$ cat config.mk
export PLATFORM = sky130hd
export DESIGN_NAME = bcd_display_ctrl
export DESIGN_NICKNAME = d
export VERILOG_FILES = /design/src/rtl/bcd_display_ctrl.sv
export SDC_FILE = /design/constraint.sdc
export NUM_CORES = 1
export LEC_CHECK = 0
export CORE_MARGIN = 5
export CORE_UTILIZATION = 49
export CTS_BUF_LIST = sky130_fd_sc_hd__clkbuf_4 sky130_fd_sc_hd__clkbuf_8 sky130_fd_sc_hd__clkbuf_16
export DETAILED_ROUTE_END_ITERATION = 8
export HOLD_SLACK_MARGIN = 0.08
export PLACE_DENSITY = 0.76
export SYNTH_ARGS = -nofsm -noshare
export SYNTH_HDL_FRONTEND = slang
export SYNTH_SLANG_ARGS = --single-unit
export TNS_END_PERCENT = 20
$ cat constraint.sdc
create_clock -name clk -period 1.55 [get_ports clk]
set_input_delay 0.155 -clock clk [delete_from_list [all_inputs] [get_ports clk]]
set_output_delay 0.155 -clock clk [all_outputs]
set_load 0.02 [all_outputs]
$ cat src/rtl/bcd_display_ctrl.sv
// Iterative double-dabble binary-to-BCD converter with seven-segment decode; BCD_LEADING_ZERO_BLANK_EN blanks leading zeros.
// Latency: result valid WIDTH+1 cycles after the acceptance edge; one conversion per WIDTH+2 cycles.
// Backpressure: in_ready is high only in IDLE; requests arriving while converting wait in the requester.
module bcd_display_ctrl #(
    parameter int WIDTH = 6,
    parameter int NDIG  = 2
) (
    input  logic                  clk,
    input  logic                  rst,
    input  logic [WIDTH-1:0]      in_data,
    input  logic                  in_valid,
    output logic                  in_ready,
    output logic [4*NDIG-1:0]     bcd,
    output logic [7*NDIG-1:0]     seg,
    output logic                  out_valid,
    output logic                  overflow,
    output logic                  busy
);
    localparam int SW    = 4*NDIG + 4;
    localparam int CW    = $clog2(WIDTH + 1);
    localparam int POW10 = (NDIG == 1) ? 10 : (NDIG == 2) ? 100 : (NDIG == 3) ? 1000 : 10000;

    typedef enum logic [1:0] {IDLE, SHIFT, DONE} state_t;

    state_t             state_q, state_d;
    logic [WIDTH-1:0]   sh_q, sh_d;
    logic [WIDTH-1:0]   val_q, val_d;
    logic [SW-1:0]      scr_q, scr_d, scr_adj;
    logic [CW-1:0]      cnt_q, cnt_d;
    logic [4*NDIG-1:0]  bcd_q, bcd_d;
    logic [7*NDIG-1:0]  seg_q, seg_d;
    logic               out_valid_q, out_valid_d;
    logic               overflow_q, overflow_d;
    logic               accept;
    logic               ovf_now;
    logic [3:0]         dig;
`ifdef BCD_LEADING_ZERO_BLANK_EN
    logic               lead;
`endif

    function automatic logic [6:0] seg7(input logic [3:0] d);
        case (d)
            4'd0:    seg7 = 7'b0000001;
            4'd1:    seg7 = 7'b1001111;
            4'd2:    seg7 = 7'b0010010;
            4'd3:    seg7 = 7'b0000110;
            4'd4:    seg7 = 7'b1001100;
            4'd5:    seg7 = 7'b0100100;
            4'd6:    seg7 = 7'b0100000;
            4'd7:    seg7 = 7'b0001111;
            4'd8:    seg7 = 7'b0000000;
            4'd9:    seg7 = 7'b0000100;
            default: seg7 = 7'b1111111;
        endcase
    endfunction

    always_ff @(posedge clk or posedge rst) begin
        if (rst) begin
            state_q <= IDLE;
        end else begin
            state_q <= state_d;
        end
    end

    always_comb begin
        state_d = state_q;
        case (state_q)
            IDLE:    if (in_valid) state_d = SHIFT;
            SHIFT:   if (cnt_q == CW'(1)) state_d = DONE;
            DONE:    state_d = IDLE;
            default: state_d = IDLE;
        endcase
    end

    always_comb begin
        in_ready = (state_q == IDLE);
        busy     = (state_q == SHIFT);
    end

    assign accept = in_valid && in_ready;

    always_comb begin
        scr_adj = scr_q;
        for (int n = 0; n < NDIG + 1; n++) begin
            if (scr_q[4*n +: 4] >= 4'd5) scr_adj[4*n +: 4] = scr_q[4*n +: 4] + 4'd3;
        end

        sh_d        = sh_q;
        val_d       = val_q;
        scr_d       = scr_q;
        cnt_d       = cnt_q;
        bcd_d       = bcd_q;
        seg_d       = seg_q;
        out_valid_d = out_valid_q;
        overflow_d  = overflow_q;
        dig         = 4'd0;
`ifdef BCD_LEADING_ZERO_BLANK_EN
        lead        = 1'b1;
`endif
        // The guard nibble alone misses overflow when the scratch is narrower than the input range.
        ovf_now = (scr_q[SW-1 -: 4] != 4'd0) || (32'(val_q) >= POW10);

        case (state_q)
            IDLE: begin
                if (accept) begin
                    sh_d        = in_data;
                    val_d       = in_data;
                    scr_d       = '0;
                    cnt_d       = CW'(WIDTH);
                    out_valid_d = 1'b0;
                end
            end
            SHIFT: begin
                {scr_d, sh_d} = {scr_adj, sh_q} << 1;
                cnt_d         = cnt_q - CW'(1);
            end
            DONE: begin
                out_valid_d = 1'b1;
                overflow_d  = ovf_now;
                if (ovf_now) begin
                    bcd_d = '1;
                    seg_d = {NDIG{7'b1111110}};
                end else begin
                    bcd_d = scr_q[4*NDIG-1:0];
                    for (int k = NDIG - 1; k >= 0; k--) begin
                        dig              = scr_q[4*k +: 4];
                        seg_d[7*k +: 7]  = seg7(dig);
`ifdef BCD_LEADING_ZERO_BLANK_EN
                        if (k != 0 && lead && dig == 4'd0) seg_d[7*k +: 7] = 7'b1111111;
                        else lead = 1'b0;
`endif
                    end
                end
            end
            default: ;
        endcase
    end

    always_ff @(posedge clk or posedge rst) begin
        if (rst) begin
            sh_q        <= '0;
            val_q       <= '0;
            scr_q       <= '0;
            cnt_q       <= '0;
            bcd_q       <= '0;
            seg_q       <= '1;
            out_valid_q <= 1'b0;
            overflow_q  <= 1'b0;
        end else begin
            sh_q        <= sh_d;
            val_q       <= val_d;
            scr_q       <= scr_d;
            cnt_q       <= cnt_d;
            bcd_q       <= bcd_d;
            seg_q       <= seg_d;
            out_valid_q <= out_valid_d;
            overflow_q  <= overflow_d;
        end
    end

    assign bcd       = bcd_q;
    assign seg       = seg_q;
    assign out_valid = out_valid_q;
    assign overflow  = overflow_q;

endmodule

==> results of run 1 <==
where the power goes:
| part | switching, mW | leakage [nW] | internal, mW |
|---|---|---|---|
| logic | 1.98 | 0.773 | 1.58 |
| clock network | 0.394 | 0.0612 | 0.522 |
| registers | 0.417 | 0.559 | 1.90 |
metrics by stage:
step                setup TNS, ps  utilization, %  worst slack (ps)  instances  cell area (um2)
floorplan                       0               -             44.53        257             2415
global placement                0           61.84             110.3        365             2940
detailed placement              0           61.84             45.27        365             2940
CTS                             0           63.89             18.69        373             3038
global route               -35.23           64.61            -31.58        373             3072
finish                          0           64.61             87.18        373             3072
cells in the mapped netlist, drive strengths merged (5+ instances only):
cell   count
a22o       5
nand2     26
ha        14
a21oi     30
dfrtp     33
dfstp     14
buf       12
o21ai     30
inv       17
nor2      28
worst paths after layout:
kind	start	to	slack, ps	cells past startpoint
max	scr_q[5]$_DFFE_PP0P_	scr_q[7]$_DFFE_PP0P_	90	6
min	rst	sh_q[3]$_DFFE_PP0P_	200	3
max reg2reg	scr_q[5]$_DFFE_PP0P_	scr_q[7]$_DFFE_PP0P_	90	6
min reg2reg	seg[5]$_DFFE_PP1P_	seg[5]$_DFFE_PP1P_	480	2
max in group asynchronous	rst	seg[11]$_DFFE_PP1P_	1070	3
min in group clk	seg[5]$_DFFE_PP1P_	seg[5]$_DFFE_PP1P_	480	2
sequential cells by signal (all words and copies together), names as in the netlist:
register   flops
out_valid      1
bcd            8
sh_q           6
scr_q         12
overflow       1
state_q        2
seg           14
cnt_q          3
cell usage in the layout (no fill, tap or decap), types with 12 or more instances in the layout:
| master | instances |
|---|---|
| dlygate4sd2_1 | 16 |
| inv_1 | 13 |
| o21ai_0 | 28 |
| a21oi_1 | 26 |
| dfrtp_1 | 31 |
| ha_1 | 12 |
| dfstp_2 | 14 |
| clkdlybuf4s50_1 | 18 |
| nor2_1 | 27 |
| buf_4 | 19 |
| nand2_1 | 25 |
what timing repair did:
| item | 4_1_cts | 5_1_grt |
|---|---|---|
| endpoints found under the setup margin | 18 | 29 |
| resized for setup | 17 | 11 |
| hold buffers | 0 | 0 |
| gates cloned | 0 | 0 |
| pin swaps | 0 | 0 |
worst register-to-register path: cells and delay by family, from the launching register on:
kind | cells | cell delay, ps
AO/OA/AOI/OAI | 3 | 380
adder cells (fa/ha/maj) | 2 | 470
flip-flops | 1 | 380
buffers and inverters | 1 | 110
per-layer routing:
metal	part of all wire, %	up-vias	global-route usage [%]
li1	-	978	-
met1	48	932	23.99
met2	46	48	27.73
met3	5.8	2	3.700
met4	0.58	0	5.236
met5	0	-	0
final cells by class:
| cell class | count | share of cell area [%] |
|---|---|---|
| multi-input cells | 179 | 36.05 |
| repair buffers | 55 | 16.37 |
| flip-flops and latches | 47 | 38.94 |
| inverters | 17 | 2.077 |
| well taps | 67 | 2.729 |
| clock inverters | 2 | 1.141 |
| clock buffers | 6 | 2.688 |
logic make-up (layout without fill, tap and decap cells):
logic type	count (synthesis)	after routing	share of synthesized area [%]
AO/OA/AOI/OAI	85	85	20.73
AND/OR/NAND/NOR	75	75	14.71
flip-flops	47	47	49.43
buffers and inverters	31	80	6.010
adder cells (fa/ha/maj)	14	14	7.254
XOR/XNOR	4	4	1.451
multiplexers	1	1	0.4145
==> results_dict.tcl, run 1 <==
set metrics [dict create \
    syn_to_final_growth_pct 27.20 \
    nNetsFinal 328 \
    path_class "reg -> reg" \
    async_reset_ff_share_pct 100.0 \
    gp_congestion 0.8679 \
    slew_headroom_pct 74.83 \
    rsz0062_at_grt "yes" \
    antenna_found_initial 0 \
    drtIter0Drc 160 \
    n_fill_cell 396 \
    max_freq_ghz 0.6836 \
    cap_violations 0 \
    pin_count 35 \
    avgViaCountPerCell 5.255 \
    worstMarginPinSlew_ps 375.1 \
    path_clk_slew_ps 90 \
    portBuffers 34 \
    p_leak_nw 1.393 \
    cts_buffer_depth 2 \
    finClkSkew_ps 9.085 \
    synth_top_area_share_pct 34.20 \
    status "complete, no violations" \
    synthCells 257 \
    antenna_cells 0 \
    synth_area_leaders "dfrtp_1, dfstp_2, ha_1, a21oi_1, o21ai_0" \
    via_count 1960 \
    crit_chain "inv_1, ha_2, ha_1, o21bai_1, a22oi_1, o21ai_0" \
    cts_made_buffers 5 \
    start_util_pct 50.79 \
    cts_max_level 2 \
    wl_mm 5.042 \
    peakVddDrop_mv 0.8097 \
    fin_crit_sh_pct 94.38 \
    ys_ff_latch 47 \
    cts_num_sinks 47 \
    wire_per_inst_um 13.52 \
    hold_viol_final 0 \
    critPathLaunchType "flop" \
    setup_violations 0 \
    crit_arrival_ps 1640 \
    cpMaxStageDelayCell "dfrtp_1" \
    worstPathRequired_ps 1730 \
    post-cts-setup-buffers 0 \
    rows 25 \
    dp.final_hpwl_mm 3.698 \
    fp.dieW_um 80.20 \
    die_y_um 80.20 \
    track_usage_pct 17.48 \
    yosys_warnings 0 \
    seq_area_frac_synth_pct 49.43 \
    synth_edf_count 0 \
    synth_flop_cell "dfrtp_1" \
    holdWs_ps 195.2 \
    grt_max_degree 48 \
    die_area_um2 6432 \
    slew_violations 0 \
    drtPass1Iterations 4 \
    coreArea_um2 4755 \
    hp-class "in -> async" \
    antenna_left 0 \
    grt_pass1_vias 1893 \
    fin_crit_ps 1463 \
    syn_nets 280 \
    regArea_um2 1196 \
    synth.distinct_cells 39 \
    drive_gt1_share_pct 19.61 \
    cts_tree "done" \
    synth_largest_area_cell "dfrtp_1" \
    crit_buf_inv 1 \
    finalPower_mw 6.801 \
    critPathMaxFanout 4 \
    slowest_delay_ps 380 \
    syn_avg_cell_area_um2 9.396 \
    power_density_nw_per_um2 2214 \
    drc_errors 0 \
    multiInputGateArea_um2 1107 \
    cts_root_buf "clkbuf_8" \
    clk-insertion-delay-late_ps 300 \
    endpoint_kind "flop" \
    grt-ovfl-total 0 \
    crit_family "adder cells" \
    grt_pass1_wl_mm 8.790 \
    syn_area_um2 2415 \
]
(Power assumes the default switching activity.)
==> run 2, diff against run 1 <==
--- a/config.mk
+++ b/config.mk
@@ -5,6 +5,7 @@
 export SDC_FILE = /design/constraint.sdc
 export NUM_CORES = 1
 export LEC_CHECK = 0
+export CORE_ASPECT_RATIO = 1.75
 export CORE_MARGIN = 5
 export CORE_UTILIZATION = 49
 export CTS_BUF_LIST = sky130_fd_sc_hd__clkbuf_4 sky130_fd_sc_hd__clkbuf_8 sky130_fd_sc_hd__clkbuf_16
==> results_dict.tcl, run 2 (same netlist as run 1, synthesis figures left out) <==
set metrics [dict create \
    placed_area_um2 2949 \
    drc_errors 0 \
    gp_congestion 0.8269 \
    rsz0062_at_grt "yes" \
    grt_pass1_wl_mm 8.314 \
    setup_violations 0 \
    wire_per_inst_um 14.18 \
    pin_count 35 \
    hp-class "in -> async" \
    cts_num_sinks 47 \
    cts_tree "done" \
    final_area_um2 3105 \
    regToRegStartpoint "scr_q[8]$_DFFE_PP0P_" \
    regArea_um2 1196 \
    peakVddDrop_mv 1.410 \
    antenna_cells 0 \
    layout_commonest_cell "dfrtp_1" \
    path_class "reg -> reg" \
    max_freq_ghz 0.6647 \
    rows 33 \
    stdcell_count 360 \
    antenna_found_initial 0 \
    tns_ps 0 \
    path_clk_slew_ps 90 \
    critPathMaxFanout 4 \
    track_usage_pct 16.10 \
    crit_start "scr_q[8]$_DFFE_PP0P_" \
    p_leak_nw 1.413 \
    holdWs_ps 195.7 \
    finClkSkew_ps 6.344 \
    power_density_nw_per_um2 2258 \
    syn_to_final_growth_pct 28.60 \
    die_area_um2 6487 \
    clk-insertion-delay-late_ps 300 \
    dpl.cell_count 352 \
    r2r_setup_slack_ps 50 \
    slew_headroom_pct 77.14 \
    status "complete, no violations" \
    final_cell_mix "dfrtp_1, o21ai_0, a21oi_1, nor2_1, nand2_1" \
    cts_root_buf "clkbuf_8" \
    cts_made_buffers 5 \
    wl_mm 5.106 \
    worstMarginPinSlew_ps 339.3 \
    critPathLaunchType "flop" \
    drive_gt1_share_pct 19.48 \
    via_count 2002 \
    start_util_pct 50.86 \
    drtPass1Iterations 4 \
    grt-ovfl-total 0 \
    dp.final_hpwl_mm 3.673 \
    drtIter0Drc 107 \
    fin_crit_ps 1504 \
    fin_crit_sh_pct 97.05 \
    antenna_left 0 \
    worstRegToRegCells 6 \
    avgViaCountPerCell 5.561 \
    multiInputGateArea_um2 1114 \
    largest_register_ff_count 14 \
    r2r_end "scr_q[10]$_DFFE_PP0P_" \
    endpoint_kind "flop" \
    grt_pass1_vias 1904 \
    grt_max_degree 48 \
    worstPathRequired_ps 1740 \
    fp.dieW_um 63.07 \
    nNetsFinal 330 \
    slew_violations 0 \
    coreArea_um2 4748 \
    n_fill_cell 398 \
    crit_arrival_ps 1700 \
    cts_buffer_depth 2 \
    portBuffers 34 \
    die_y_um 102.9 \
    cts_max_level 2 \
    cap_violations 0 \
    finalPower_mw 7.013 \
    hold_viol_final 0 \
]
run 2: where the power goes:
group	internal, mW	switching (mW)	total (mW)
sequential	1.90	0.370	2.27
combinational	1.64	2.02	3.66
clock	0.662	0.415	1.08
total	4.20	2.81	7.01
run 2: timing repair:
action                     CTS  global route
resized for setup           18            10
pin swaps                    0             0
buffers inserted             0             0
setup endpoints to repair   17            29
hold buffers                 0             0
run 2: per-layer routing:
metal / vias to the layer above / wire length [um] / global-route usage, %
met4: 0 / 89 / 7.190
met5: - / 0 / 0
met3: 9 / 201 / 2.835
met2: 46 / 2777 / 30.59
li1: 978 / - / -
met1: 969 / 2038 / 17.05
run 2: worst max-delay path, cell delays in order (launching register included):
cell and delay [ps]:
dfrtp_1 400, inv_1 140, ha_4 170, nand2b_1 70, a21oi_1 270, nor3_1 80, a221o_1 260
run 2: final cells by class:
type	instances	area share, %
Sequential cell	47	38.52
Clock buffer	6	2.458
Tap cell	52	2.095
Inverter	17	2.055
Timing Repair Buffer	57	17.08
Clock inverter	2	1.934
Multi-Input combinational cell	179	35.86
run 2: worst max-delay path by stage:
| stage | endpoint | slack, ps |
|---|---|---|
| 2_1_floorplan | scr_q[7]$_DFFE_PP0P_ | 40 |
| 3_3_place_gp | seg[3]$_DFFE_PP1P_ | 60 |
| 3_5_place_dp | scr_q[7]$_DFFE_PP0P_ | 20 |
| 4_1_cts | scr_q[7]$_DFFE_PP0P_ | 9 |
| 5_1_grt | scr_q[10]$_DFFE_PP0P_ | -10 |
| 6_report | scr_q[10]$_DFFE_PP0P_ | 50 |
run 2: metrics by stage:
| stage | utilization, % | worst slack [ps] |
|---|---|---|
| after floorplan | - | 44.53 |
| after detailed placement | 62.11 | 17.74 |
| after global routing | 65.40 | -11.20 |
| final | 65.40 | 45.67 |
| after CTS | 64.59 | 8.794 |
| after global placement | 62.11 | 61.50 |
==> run 3, diff against run 2 <==
--- a/config.mk
+++ b/config.mk
@@ -5,8 +5,8 @@
 export SDC_FILE = /design/constraint.sdc
 export NUM_CORES = 1
 export LEC_CHECK = 0
+export ABC_CLOCK_PERIOD_IN_PS = 1550
 export CORE_ASPECT_RATIO = 1.75
-export CORE_MARGIN = 5
 export CORE_UTILIZATION = 49
 export CTS_BUF_LIST = sky130_fd_sc_hd__clkbuf_4 sky130_fd_sc_hd__clkbuf_8 sky130_fd_sc_hd__clkbuf_16
 export DETAILED_ROUTE_END_ITERATION = 8
==> results_dict.tcl, run 3 (same netlist as run 1, synthesis figures left out) <==
set metrics [dict create \
    dpl.cell_count 351 \
    critPathMaxFanout 3 \
    via_count 1987 \
    track_usage_pct 21.26 \
    crit_chain "inv_1, ha_1, nand2b_1, a21oi_1, nor3_1, a221o_1" \
    setup_violations 0 \
    cts_num_sinks 47 \
    multiInputGateArea_um2 1126 \
    n_fill_cell 430 \
    p_sw_share_pct 41.51 \
    drtIter0Drc 25 \
    place_worst_setup_slack_ps -12.69 \
    worstPathRequired_ps 1740 \
    drive_gt1_share_pct 19.16 \
    cts_root_buf "clkbuf_8" \
    grt-ovfl-total 0 \
    finClkSkew_ps 7.426 \
    slowest_delay_ps 350 \
    path_clk_slew_ps 90 \
    cts_hold_buf 0 \
    p_comb_share_pct 54.6 \
    drc_errors 0 \
    regArea_um2 1194 \
    grt_pass1_wl_mm 8.148 \
    slew_headroom_pct 75.03 \
    antenna_cells 0 \
    drtPass1Iterations 4 \
    rsz0062_at_grt "yes" \
    fp.dieW_um 55.07 \
    die_area_um2 5224 \
    cpMaxStageDelayCell "dfrtp_1" \
    p_switching_mw 2.786 \
    coreArea_um2 4707 \
    grt_pass1_vias 1862 \
    nNetsFinal 330 \
    power_density_nw_per_um2 2183 \
    wl_mm 4.903 \
    hold_viol_final 0 \
    post-route-util_pct 65.31 \
    peakVddDrop_mv 1.318 \
    start_util_pct 51.30 \
    power.internal_mw 3.925 \
    p_clk_share_pct 11.5 \
    antenna_found_initial 0 \
    status "complete, no violations" \
    portBuffers 34 \
    fin_crit_ps 1479 \
    cts_made_buffers 5 \
    max_freq_ghz 0.6760 \
    slew_violations 0 \
    path_class "reg -> reg" \
    cap_violations 0 \
    rows 33 \
    pin_count 35 \
    die_y_um 94.87 \
    p_leak_nw 1.398 \
    syn_to_final_growth_pct 27.31 \
    layout_commonest_cell "dfrtp_1" \
    avgViaCountPerCell 5.519 \
    clk-insertion-delay-late_ps 300 \
    layout_setup_ws_ps 70.78 \
    endpoint_kind "flop" \
    gp_congestion 0.8520 \
    cts_buffer_depth 2 \
    final_cell_mix "dfrtp_1, o21ai_0, a21oi_1, nor2_1, nand2_1" \
    wire_per_inst_um 13.62 \
    dp.final_hpwl_mm 3.571 \
    hp-class "in -> async" \
    largest_register_ff_count 14 \
    stdcell_count 360 \
    p_seq_share_pct 33.9 \
    worstMarginPinSlew_ps 370.7 \
    cts_tree "done" \
    critPathLaunchType "flop" \
    grt_max_degree 48 \
    crit_arrival_ps 1670 \
    antenna_left 0 \
    cts_max_level 2 \
    fin_crit_sh_pct 95.43 \
]
run 3: layout make-up:
class	count	share of cell area (%)
sequential	47	38.83
multi-input combinational	179	36.63
timing repair buffer	57	17.26
clock buffer	7	2.930
tap	52	2.116
inverter	17	2.076
clock inverter	1	0.1628
run 3: metal layers:
| metal | wire [um] | share of wire, % | up-vias | global-route usage [%] |
|---|---|---|---|---|
| met2 | 2697 | 55 | 41 | 37.65 |
| met3 | 142 | 2.9 | 7 | 4.026 |
| met4 | 84 | 1.7 | 0 | 7.500 |
| met5 | 0 | 0 | - | 0 |
| li1 | - | - | 980 | - |
| met1 | 1979 | 40 | 959 | 24.08 |
run 3: worst max-delay path, delay by kind of cell (launching register included):
kind | cells | cell delay [ps]
AO/OA/AOI/OAI | 2 | 540
flip-flops | 1 | 350
AND/OR/NAND/NOR | 2 | 220
adder cells (fa/ha/maj) | 1 | 190
buffers and inverters | 1 | 90
run 3: worst paths after layout:
kind	start	endpoint	slack, ps	cells past startpoint
setup / recovery	scr_q[9]$_DFFE_PP0P_	scr_q[10]$_DFFE_PP0P_	70	6
hold reg to reg	seg[4]$_DFFE_PP1P_	seg[4]$_DFFE_PP1P_	480	2
min in group clk	seg[4]$_DFFE_PP1P_	seg[4]$_DFFE_PP1P_	480	2
setup reg to reg	scr_q[9]$_DFFE_PP0P_	scr_q[10]$_DFFE_PP0P_	70	6
hold / removal	rst	sh_q[3]$_DFFE_PP0P_	200	3
max in group asynchronous	rst	seg[12]$_DFFE_PP1P_	1080	3
run 3: per-stage QoR:
| step | hold WS, ps | setup TNS [ps] | cell area (um2) | power, mW |
|---|---|---|---|---|
| after floorplan | 324.7 | 0 | 2415 | 4.591 |
| after global placement | 465.1 | 0 | 2942 | 5.817 |
| after detailed placement | 474.3 | -12.69 | 2942 | 5.912 |
| after CTS | 210.7 | 0 | 3017 | 6.553 |
| after global routing | 246.5 | -0.6743 | 3074 | 7.318 |
| final | 198.4 | 0 | 3074 | 6.712 |
run 3: power groups by stage:
| stage | clock (mW) | combinational [mW] | sequential [mW] |
|---|---|---|---|
| after floorplan | 0 | 1.97 | 2.62 |
| after global placement | 0 | 3.55 | 2.27 |
| after detailed placement | 0 | 3.62 | 2.30 |
| after CTS | 0.785 | 3.51 | 2.26 |
| after global routing | 0.838 | 4.11 | 2.38 |
| final | 0.769 | 3.67 | 2.28 |
run 3: timing repair:
item	4_1_cts	5_1_grt
buffers inserted	0	1
pin swaps	0	2
setup endpoints to repair	18	29
gates resized for setup	17	11
